File: src/rtl/pi1_arb_pkg.sv
// rtl/pi1_arb_pkg.sv - shared PerInt op codes, arbiter state type and sizing helpers
// Purpose: common definitions imported by pi1_arb and pi1_rrpick.
// Contents: PerInt op encodings, arbiter FSM state enum, clog2 and wrap-increment helpers.
package pi1_arb_pkg;

    localparam logic [1:0] PINOOP = 2'b00;
    localparam logic [1:0] PIWROP = 2'b01;
    localparam logic [1:0] PIRDOP = 2'b10;
    localparam logic [1:0] PIRWOP = 2'b11;

    typedef enum logic {
        ST_IDLE  = 1'b0,
        ST_GRANT = 1'b1
    } arb_state_e;

    // Ceiling log2; returns 0 for values <= 1.
    function automatic int clog2(input int value);
        int r;
        r = 0;
        while ((1 << r) < value) begin
            r = r + 1;
        end
        return r;
    endfunction

    // Index increment that wraps at count-1 explicitly, so non-power-of-2
    // counts never rely on register overflow.
    function automatic int wrap_inc(input int idx, input int count);
        return (idx == count - 1) ? 0 : idx + 1;
    endfunction

endpackage

File: src/rtl/pi1_rrpick.sv
// rtl/pi1_rrpick.sv - combinational round-robin requester picker
// Purpose: find the first asserted request scanning from rrptr_i upward, modulo MASTERCOUNT.
// Ports:
//   req_i    in  MASTERCOUNT  request vector
//   rrptr_i  in  IDXW         index with highest priority
//   pick_o   out IDXW         first requester at or after rrptr_i
//   anyreq_o out 1            any request asserted
module pi1_rrpick #(
    parameter int MASTERCOUNT = 2,
    parameter int IDXW        = 1
) (
    input  logic [MASTERCOUNT-1:0] req_i,
    input  logic [IDXW-1:0]        rrptr_i,
    output logic [IDXW-1:0]        pick_o,
    output logic                   anyreq_o
);

    logic found;
    int   j;

    always_comb begin
        pick_o   = '0;
        found    = 1'b0;
        j        = 0;
        anyreq_o = |req_i;
        for (int k = 0; k < MASTERCOUNT; k++) begin
            // rrptr_i is always < MASTERCOUNT, so a single subtraction wraps.
            j = int'(rrptr_i) + k;
            if (j >= MASTERCOUNT) begin
                j = j - MASTERCOUNT;
            end
            if (!found && req_i[j]) begin
                found  = 1'b1;
                pick_o = IDXW'(j);
            end
        end
    end

endmodule

File: src/rtl/pi1_arb.sv
// rtl/pi1_arb.sv - single-clock round-robin PerInt arbiter with grant quantum
// Purpose: share one PerInt slave among MASTERCOUNT same-clock masters; route read data back.
// Ports:
//   clk_i, rst_i             clock, async active-high reset
//   m_*_i_flat / m_*_o_flat  per-master op/addr/data/sel in, read data and rdy out
//   s_op_o .. s_sel_o        request to slave from the granted master
//   s_data_i, s_rdy_i        slave read data and ready
module pi1_arb
    import pi1_arb_pkg::*;
#(
    parameter  int MASTERCOUNT = 2,
    parameter  int ARCHBITSZ   = 16,
    parameter  int QUANTUM     = 4,
    localparam int ADDRBITSZ   = ARCHBITSZ - clog2(ARCHBITSZ / 8),
    localparam int SELW        = ARCHBITSZ / 8
) (
    input  logic                             clk_i,
    input  logic                             rst_i,
    input  logic [2*MASTERCOUNT-1:0]         m_op_i_flat,
    input  logic [ADDRBITSZ*MASTERCOUNT-1:0] m_addr_i_flat,
    input  logic [ARCHBITSZ*MASTERCOUNT-1:0] m_data_i_flat,
    output logic [ARCHBITSZ*MASTERCOUNT-1:0] m_data_o_flat,
    input  logic [SELW*MASTERCOUNT-1:0]      m_sel_i_flat,
    output logic [MASTERCOUNT-1:0]           m_rdy_o_flat,
    output logic [1:0]                       s_op_o,
    output logic [ADDRBITSZ-1:0]             s_addr_o,
    output logic [ARCHBITSZ-1:0]             s_data_o,
    input  logic [ARCHBITSZ-1:0]             s_data_i,
    output logic [SELW-1:0]                  s_sel_o,
    input  logic                             s_rdy_i
);

    localparam int IDXW = clog2(MASTERCOUNT);
    localparam int QW   = (QUANTUM > 1) ? clog2(QUANTUM) : 1;

    logic [1:0]           m_op   [MASTERCOUNT];
    logic [ADDRBITSZ-1:0] m_addr [MASTERCOUNT];
    logic [ARCHBITSZ-1:0] m_data [MASTERCOUNT];
    logic [SELW-1:0]      m_sel  [MASTERCOUNT];
    logic [MASTERCOUNT-1:0] req;

    arb_state_e      state_q, state_d;
    logic [IDXW-1:0] gntidx_q, gntidx_d;
    logic [IDXW-1:0] rrptr_q, rrptr_d;
    logic [QW-1:0]   qcnt_q, qcnt_d;
    logic            rtnvld_q, rtnvld_d;
    logic [IDXW-1:0] rtnidx_q, rtnidx_d;

    logic            gntvld;
    logic [1:0]      op_g;
    logic            accept;
    logic            capture;
    logic            others;
    logic [MASTERCOUNT-1:0] req_oth;
    logic [IDXW-1:0] pick;
    logic            anyreq;
    logic [IDXW-1:0] gnt_next;

    genvar g;
    generate
        for (g = 0; g < MASTERCOUNT; g++) begin : g_master
            logic [ARCHBITSZ-1:0] rdata_q;

            assign m_op[g]   = m_op_i_flat[2*g +: 2];
            assign m_addr[g] = m_addr_i_flat[ADDRBITSZ*g +: ADDRBITSZ];
            assign m_data[g] = m_data_i_flat[ARCHBITSZ*g +: ARCHBITSZ];
            assign m_sel[g]  = m_sel_i_flat[SELW*g +: SELW];
            assign req[g]    = (m_op[g] != PINOOP);

            assign m_rdy_o_flat[g] = gntvld && (gntidx_q == IDXW'(g)) && s_rdy_i;

            // Each master's read data register only loads when a return
            // addressed to it is captured.
            always_ff @(posedge clk_i or posedge rst_i) begin
                if (rst_i) begin
                    rdata_q <= '0;
                end else if (capture && (rtnidx_q == IDXW'(g))) begin
                    rdata_q <= s_data_i;
                end
            end

            assign m_data_o_flat[ARCHBITSZ*g +: ARCHBITSZ] = rdata_q;
        end
    endgenerate

    pi1_rrpick #(
        .MASTERCOUNT (MASTERCOUNT),
        .IDXW        (IDXW)
    ) u_rrpick (
        .req_i    (req),
        .rrptr_i  (rrptr_q),
        .pick_o   (pick),
        .anyreq_o (anyreq)
    );

    assign gntvld   = (state_q == ST_GRANT);
    assign op_g     = m_op[gntidx_q];
    assign s_op_o   = gntvld ? op_g : PINOOP;
    assign s_addr_o = m_addr[gntidx_q];
    assign s_data_o = m_data[gntidx_q];
    assign s_sel_o  = m_sel[gntidx_q];

    assign accept   = gntvld && s_rdy_i && (op_g != PINOOP);
    assign capture  = s_rdy_i && rtnvld_q;
    assign gnt_next = IDXW'(wrap_inc(int'(gntidx_q), MASTERCOUNT));

    always_comb begin
        req_oth           = req;
        req_oth[gntidx_q] = 1'b0;
        others            = |req_oth;
    end

    always_comb begin
        state_d  = state_q;
        gntidx_d = gntidx_q;
        rrptr_d  = rrptr_q;
        qcnt_d   = qcnt_q;
        rtnvld_d = rtnvld_q;
        rtnidx_d = rtnidx_q;

        case (state_q)
            ST_IDLE: begin
                if (anyreq) begin
                    state_d  = ST_GRANT;
                    gntidx_d = pick;
                    qcnt_d   = '0;
                end
            end
            ST_GRANT: begin
                if (s_rdy_i && (op_g == PINOOP)) begin
                    state_d = ST_IDLE;
                    rrptr_d = gnt_next;
                end else if (accept && (qcnt_q == QW'(QUANTUM - 1)) && others) begin
                    state_d = ST_IDLE;
                    rrptr_d = gnt_next;
                end else if (accept && (qcnt_q != QW'(QUANTUM - 1))) begin
                    qcnt_d = qcnt_q + QW'(1);
                end
            end
            default: state_d = ST_IDLE;
        endcase

        // The capture above uses rtnidx_q; a read accepted on the same edge
        // replaces it for the following return.
        if (accept) begin
            rtnvld_d = op_g[1];
            if (op_g[1]) begin
                rtnidx_d = gntidx_q;
            end
        end else if (capture) begin
            rtnvld_d = 1'b0;
        end
    end

    always_ff @(posedge clk_i or posedge rst_i) begin
        if (rst_i) begin
            state_q  <= ST_IDLE;
            gntidx_q <= '0;
            rrptr_q  <= '0;
            qcnt_q   <= '0;
            rtnvld_q <= 1'b0;
            rtnidx_q <= '0;
        end else begin
            state_q  <= state_d;
            gntidx_q <= gntidx_d;
            rrptr_q  <= rrptr_d;
            qcnt_q   <= qcnt_d;
            rtnvld_q <= rtnvld_d;
            rtnidx_q <= rtnidx_d;
        end
    end

endmodule

File: config.mk
export PLATFORM = sky130hd
export DESIGN_NAME = pi1_arb
export DESIGN_NICKNAME = d
export VERILOG_FILES = /design/src/rtl/pi1_arb_pkg.sv /design/src/rtl/pi1_rrpick.sv /design/src/rtl/pi1_arb.sv
export SDC_FILE = /design/constraint.sdc
export NUM_CORES = 1
export LEC_CHECK = 0
export CORE_ASPECT_RATIO = 1.1
export CORE_UTILIZATION = 37
export CTS_BUF_LIST = sky130_fd_sc_hd__clkbuf_4 sky130_fd_sc_hd__clkbuf_8 sky130_fd_sc_hd__clkbuf_16
export DETAILED_ROUTE_END_ITERATION = 16
export GPL_ROUTABILITY_DRIVEN = 0
export PLACE_DENSITY = 0.86
export SKIP_CTS_REPAIR_TIMING = 1
export SLEW_MARGIN = 25
export SYNTH_ARGS = -nofsm -noshare
export SYNTH_HDL_FRONTEND = slang
export SYNTH_HIERARCHICAL = 1
export SYNTH_SLANG_ARGS = --single-unit
File: constraint.sdc
create_clock -name clk_i -period 4.4 [get_ports clk_i]
set_clock_uncertainty 0.15 [all_clocks]
set_input_delay 0.44 -clock clk_i [delete_from_list [all_inputs] [get_ports clk_i]]
set_output_delay 0.44 -clock clk_i [all_outputs]
set_load 0.1 [all_outputs]
# Word-level counts from Yosys, hierarchy flattened

Index checks and enable logic that the tools add are counted.

Bits in registers: 39
Bits of input ports: 89

Order comparisons: 7
Reductions and logical operators: 28
Multiplexer cells: 40
Bitwise operators: 6
Equality and inequality tests: 6
Add/sub/neg operators: 5

Operator list:

| operator              | number |
|---|---|
| $lt 32x3->1 const B   | 2 |
| $mux 32               | 2 |
| $mux 16               | 3 |
| $mux 15               | 3 |
| $ge 32x3->1 const B   | 1 |
| $sub 32x3->32 const B | 1 |
| $mux 2                | 11 |
| $mux 1                | 18 |
| $logic_and 1x1->1     | 15 |
| $reduce_bool 2->1     | 5 |
| $ne 2x2->1 const B    | 4 |
| $reduce_and 2->1      | 3 |
| $pmux 2 s2            | 1 |
| $reduce_and 4->1      | 1 |
| $reduce_or 2->1       | 2 |
| $not 1->1             | 3 |
| $sub 1x2->3 const B   | 1 |
| $add 1x1->2 const B   | 1 |
| $add 2x1->2 const B   | 1 |
| $and 2x2->2           | 1 |
| $eq 2x2->1 const B    | 1 |
| $ge 1x2->1 const B    | 1 |
| $ge 2x2->1 const B    | 1 |
| $logic_not 2->1       | 1 |
| 9 further kinds       | 9 |

# Depth between registers and ports, before layout

Gate-level depths: netlist (run 1).

Depth after elaboration: 11
Gate-level depth with buffers: 6
Mapped depth without buffers: 6

# Modules after synthesis

The synthesis (run 1) kept the hierarchy.

Modules (own cells, without submodules):

| module     | cells each | sequential area each (µm²) | times used | area each (µm²) |
|---|---|---|---|---|
| pi1_arb    | 156        | 975.9                      | 1          | 2089.5 |
| pi1_rrpick | 3          | 0.0                        | 1          | 17.5 |

# Worst setup path before layout (run 1)

No wires, ideal clock.

Path type: register -> output
Start point: register gntidx_q
End point: output s_op_o[0]
Path slack: 1704 ps
Cell stages (with the launch flop): 5
Path buffers: 2
Arrival: 2106 ps
Path through: dfrtp_1 > buf_6 > buf_2 > mux2i_1 > nor2b_1

Cells in the longest elaborated chain, start to end: 5

RTL lines:

| element                                    | line           | RTL |
|---|---|---|
| from (decl)                                | pi1_arb.sv:43  | `logic [IDXW-1:0] gntidx_q, gntidx_d;` |
| from (signal assigned)                     | pi1_arb.sv:165 | `gntidx_q <= gntidx_d;` |
| $not 1->2 (implied by the code)            | pi1_arb.sv:97  | `assign op_g = m_op[gntidx_q];` |
| $mux 2 (implied by the code) (3 in series) | pi1_arb.sv:97  |  |
| $mux 2                                     | pi1_arb.sv:98  | `assign s_op_o = gntvld ? op_g : PINOOP;` |
| to (decl)                                  | pi1_arb.sv:25  | `output logic [1:0] s_op_o,` |

No other way between the ends. The select of a mux whose other input is x is not followed.

# Final worst setup path (run 1)

Start point: register gntidx_q
End point: output s_data_o[4]

Cells in the longest elaborated chain, start to end: 4

RTL lines:

| element                                     | line           | RTL |
|---|---|---|
| $not 1->2 (implied by the code)             | pi1_arb.sv:100 | `assign s_data_o = m_data[gntidx_q];` |
| $mux 16 (implied by the code) (3 in series) | pi1_arb.sv:100 |  |
| to (decl)                                   | pi1_arb.sv:27  | `output logic [ARCHBITSZ-1:0] s_data_o,` |

No other way between the ends. The select of a mux whose other input is x is not followed.

==> results.toml, run 1 <==
[place]
portBuffers = 157
dp_hpwl_mm = 4.57

[yosys]
yosys.area_share.xor_xnor_pct = 0
synthDistinctLibCells = 32
synth_compound_gate_area_share_pct = 3.86
ys_warn_count = 6
synthAdderAreaFrac_pct = 0.594
synth_top_family_by_area = "multiplexers"
synth-seq-cells = 39
avgSynthCellArea_um2 = 13.3
yosys.area_share.simple_pct = 7.78
synthesis.nets = 249
netlist_instances = 159
synthMuxAreaShare_pct = 37.3
syn_area_um2 = 2110
yosysSeqAreaShare_pct = 46.3

[die]
io_pins = 158
die_w_um = 74.0
initial_utilization_pct = 38.8
rows = 28
core_um2 = 5430
die-area_um2 = 6000
die_h_um = 81.1

[detailed_routing]
drt_iter0_drc = 31
vias_per_cell = 4.82
drc = 0
wire_per_inst_um = 14.8
first_pass_iters = 4
ant_nets = 0
num_vias = 1889
wl_mm = 5.79

[sta]
slew_headroom_pct = 33.2
max_freq_mhz = 386
worst_pin_slew_ns = 0.999
rsz0062_at_grt = "no"
layout_min_cycle_time_ns = 2.59
hold_viol = 0
maxSlewViolCount = 0
tns_ns = 0
setup_violations = 0
finalCritPeriodShare_pct = 58.9

[setup_path]
cp.required_ns = 3.81
worstPathMaxFanout = 30
crit_type = "register to output port"
cp-start-kind = "register"
crit-reg2reg-capture = "qcnt_q[1]$_DFFE_PP0P_"
ff2ff_path_depth = 4
worst-r2r-setup-slack_ns = 2.24
cp-end-kind = "output port"
timing.rr.start = "gntidx_q$_DFFE_PP0P_"
cp.arrival_ns = 2.00

[flow_run]
max_cap_violations = 0

[finish]
fillers = 421
final-seq-area_um2 = 976
n_antenna_cell = 0
multiInputGateArea_um2 = 1040
areaGrowthSynthToFinish_pct = 76.1
layout_commonest_cell = "clkdlybuf4s50_1"
nNetsFinal = 406
drive_gt1_share_pct = 37.5
layout_common_cells = "clkdlybuf4s50_1, mux2_2, dfrtp_1, buf_4, clkbuf_8"

[global_routing]
first_global_vias = 1853
overflow = 0
grt_max_degree = 40
track_usage_pct = 19.0
grt_antenna_before_repair = 0
grt_pass1_wl_mm = 8.69

[cts]
clk_latency_ns = 0.28
cts-buffers-inserted = 5
path_clk_slew_ns = 0.08
cts_tree = "built"
cts_sinks = 39
cts_root_buf = "clkbuf_8"
cts_buffer_depth = 2
htree_levels = 2

[min_path]
min_from = "g_master[1].rdata_q[0]$_DFFE_PP0P_"
worstHoldPathType = "register to register"
hold_depth = 1
whs_endpoint = "g_master[1].rdata_q[0]$_DFFE_PP0P_"

[outcome]
outcome = "finished, final reports clean"
stage by stage:
step	utilization, %	hold WS (ns)	cell area [µm²]	setup WS (ns)	instances
floorplan	-	0.358	2110	1.70	159
global placement	66.7	0.338	3620	2.06	384
detailed placement	66.7	0.341	3620	2.04	384
CTS	68.3	0.359	3710	1.79	392
global route	68.3	0.365	3710	1.67	392
finish	68.3	0.357	3710	1.81	392
cell families after synthesis:
family          count (synthesis)
mux                            70
buf+inv                        13
fa+ha+maj                       1
simple gates                   24
compound gates                 12
flops                          39
cell usage after synthesis:
library cell  instances  area (µm²)
nand3_4               1        17.5
inv_1                 4        15.0
nand3b_1              1        7.51
nor2b_1               4        25.0
buf_4                 1        7.51
dfrtp_1              39         976
nand3b_4              1        20.0
nor4_1                1        6.26
o21ai_0               2        10.0
nand2b_1              1        6.26
a31oi_1               2        12.5
buf_6                 4        45.0
nand3_1               2        10.0
o311ai_0              1        8.76
nand2_1               1        3.75
a211oi_1              1        7.51
and3_1                1        6.26
mux2_2               68         766
ha_1                  1        12.5
buf_2                 4        20.0
a21oi_1               2        10.0
nand2_2               1        6.26
or4_1                 1        7.51
o21a_1                2        15.0
nor2_1                4        15.0
or2_2                 1        6.26
nor3b_1               2        15.0
or2_1                 1        6.26
mux2i_1               2        20.0
nor3_1                1        5.00
a21boi_1              1        7.51
o211a_1               1        10.0
critical path, stage by stage (launching register included):
cell	delay, ns
dfrtp_1	0.64
buf_4	0.43
mux2_2	0.39
buf_4	0.23
sequential cells by signal, indices dropped and copies added (netlist names):
signal            count
gntidx_q              1
gntvld                1
rtnidx_q              1
rtnvld_q              1
rrptr_q               1
qcnt_q                2
g_master.rdata_q     32
layer usage:
layer / wire length (µm) / GRT usage (%) / part of all wire, % / vias to the layer above
met5: 0 / 0 / 0 / -
met4: 86 / 5.58 / 1.5 / 0
met3: 609 / 5.83 / 11 / 10
met2: 2990 / 34.4 / 52 / 100
met1: 2110 / 21.2 / 36 / 885
li1: - / - / - / 894
final cells by class:
type,instances,area share (%)
timing repair buffer,159,40.3
multi-input combinational,107,28.1
sequential,39,26.3
tap,75,2.53
clock buffer,6,2.06
inverter,4,0.405
clock inverter,2,0.337
worst max path at each step:
stage                       to            startpoint  slack [ns]
2_1_floorplan        s_op_o[0]  gntidx_q$_DFFE_PP0P_        1.70
3_3_place_gp   m_rdy_o_flat[0]               s_rdy_i        2.06
3_5_place_dp   m_rdy_o_flat[0]               s_rdy_i        2.04
4_1_cts            s_data_o[7]  gntidx_q$_DFFE_PP0P_        1.79
5_1_grt              s_op_o[1]  gntidx_q$_DFFE_PP0P_        1.67
6_report           s_data_o[4]  gntidx_q$_DFFE_PP0P_        1.81
Power of run 1 is left out: the tool's default activity adds up to more than one toggle a clock period on the data nets, which glitch-free logic cannot reach.
==> inputs of run 2 (changes only) <==
CORE_UTILIZATION = 34   (was 37)
PLACE_DENSITY = 0.8   (was 0.86)
clock period = 2.49 ns   (was 4.4 ns; I/O delays follow)
==> run 2 against run 1 <==
  * Flip-flop and latch count unchanged
  * Wire length up 7.9%
  * Utilization up 1.7 points
  * Via count up 1.4%
  * Global-route usage up 0.45 points
  * Sequential share of layout area down 2.6 points
  * Non-clock buffer count up 2
  * Register-to-register slack worse by 1.5 ns
  * Critical path type unchanged
  * Highest routed layer unchanged
==> results.toml, run 2 (synthesized netlist as in run 1, its figures left out) <==
[outcome]
outcome = "finished, final reports clean"

[place]
dp_cells = 388
post-place-ws_ns = 0.446
dp_hpwl_mm = 4.95
portBuffers = 157

[finish]
layout_common_cells = "clkdlybuf4s50_1, mux2_2, dfrtp_1"
largest_reg_flops = 32
n_antenna_cell = 0
fillers = 443
layoutNonFillerInstCount = 396
drive_gt1_share_pct = 48.6
final-seq-area_um2 = 976
top_register = "g_master.rdata_q"
multiInputGateArea_um2 = 1050
layout_commonest_cell = "clkdlybuf4s50_1"
nNetsFinal = 408
areaGrowthSynthToFinish_pct = 95.4
reg_top3 = "g_master.rdata_q: 32 flops, qcnt_q: 2 flops"

[die]
io_pins = 158
die_w_um = 77.1
initial_utilization_pct = 35.8
rows = 29
core_um2 = 5880
die_h_um = 84.6
die-area_um2 = 6520

[detailed_routing]
drt_iter0_drc = 70
drc = 0
wl_mm = 6.25
num_vias = 1915
first_pass_iters = 4
wire_per_inst_um = 15.8
vias_per_cell = 4.84
ant_nets = 0

[global_routing]
grt_max_degree = 40
grt_pass1_wl_mm = 9.97
grt_antenna_before_repair = 0
track_usage_pct = 19.4
first_global_vias = 2017
overflow = 0

[sta]
worst_pin_slew_ns = 0.492
setup_violations = 0
rsz0062_at_grt = "no"
max_freq_mhz = 526
slew_headroom_pct = 67.2
layout_min_cycle_time_ns = 1.90
whs_ns = 0.228
worst_slack_ns = 0.590
finalCritPeriodShare_pct = 76.3
tns_ns = 0
hold_viol = 0
maxSlewViolCount = 0

[setup_path]
timing.rr.start = "gntidx_q$_DFFE_PP0P_"
cp-end-kind = "output port"
path_delay_family = "buffers and inverters"
worst-r2r-setup-slack_ns = 0.78
cp.arrival_ns = 1.50
crit-reg2reg-capture = "qcnt_q[1]$_DFFE_PP0P_"
cp-start-kind = "register"
crit_type = "register to output port"
path_cells = "buf_4 > mux2_2 > buf_12"
worstSetupStartpoint = "gntidx_q$_DFFE_PP0P_"
ff2ff_path_depth = 4
cp.required_ns = 2.09
worstPathMaxFanout = 23
cp.buffers_inverters = 2
max_stage_delay_ns = 0.41
slowest_stage = "mux2_2"

[cts]
path_clk_slew_ns = 0.08
cts-buffers-inserted = 5
cts_sinks = 39
clk_latency_ns = 0.28
cts_tree = "built"
htree_levels = 2
cts_root_buf = "clkbuf_8"
cts_buffer_depth = 2

[min_path]
worstHoldPathType = "input pin to asynchronous set/reset pin"

[flow_run]
max_cap_violations = 0
-- run 2: cell types whose count changed in the layout (fill, tap and decap cells not counted) --
cell	previous run	this run
buf_12	0	37
buf_4	39	36
clkdlybuf4s50_1	120	88
nor2b_1	4	2
nor2b_2	0	2
-- run 2: how the worst max path moves through the flow --
stage | end | cells past startpoint | slack (ns)
2_1_floorplan | gntvld$_DFF_PP0_ | 4 | 0.009
3_3_place_gp | gntidx_q$_DFFE_PP0P_ | 5 | 0.48
3_5_place_dp | gntidx_q$_DFFE_PP0P_ | 5 | 0.45
4_1_cts | s_data_o[3] | 3 | 0.57
5_1_grt | s_op_o[1] | 4 | 0.51
6_report | s_data_o[3] | 3 | 0.59
-- run 2: worst register-to-register path: cells and delay by family (launching register included) --
| kind | cells | cell delay [ns] |
|---|---|---|
| buffers and inverters | 1 | 0.28 |
| DFF | 1 | 0.35 |
| and+or+nand+nor | 2 | 0.45 |
| muxes | 1 | 0.37 |
-- run 2: area by class of cell --
class | count | area share (%)
clock inverter | 2 | 0.304
sequential | 39 | 23.7
multi-input combinational | 107 | 25.5
timing repair buffer | 161 | 46.0
clock buffer | 6 | 1.85
tap | 77 | 2.34
inverter | 4 | 0.365
-- run 2: through the flow --
| stage | instance area [µm²] | utilization (%) |
|---|---|---|
| floorplan | 2110 | - |
| global placement | 4030 | 68.5 |
| detailed placement | 4030 | 68.5 |
| CTS | 4120 | 70.0 |
| global route | 4120 | 70.0 |
| finish | 4120 | 70.0 |
-- run 2: per-layer routing --
layer / GRT usage, % / vias up / wire, µm
met5: 0 / - / 0
met4: 3.60 / 0 / 41
met3: 5.54 / 7 / 521
met2: 38.1 / 104 / 3460
met1: 20.5 / 910 / 2230
li1: - / 894 / -
Power of run 2 is left out for the same reason.
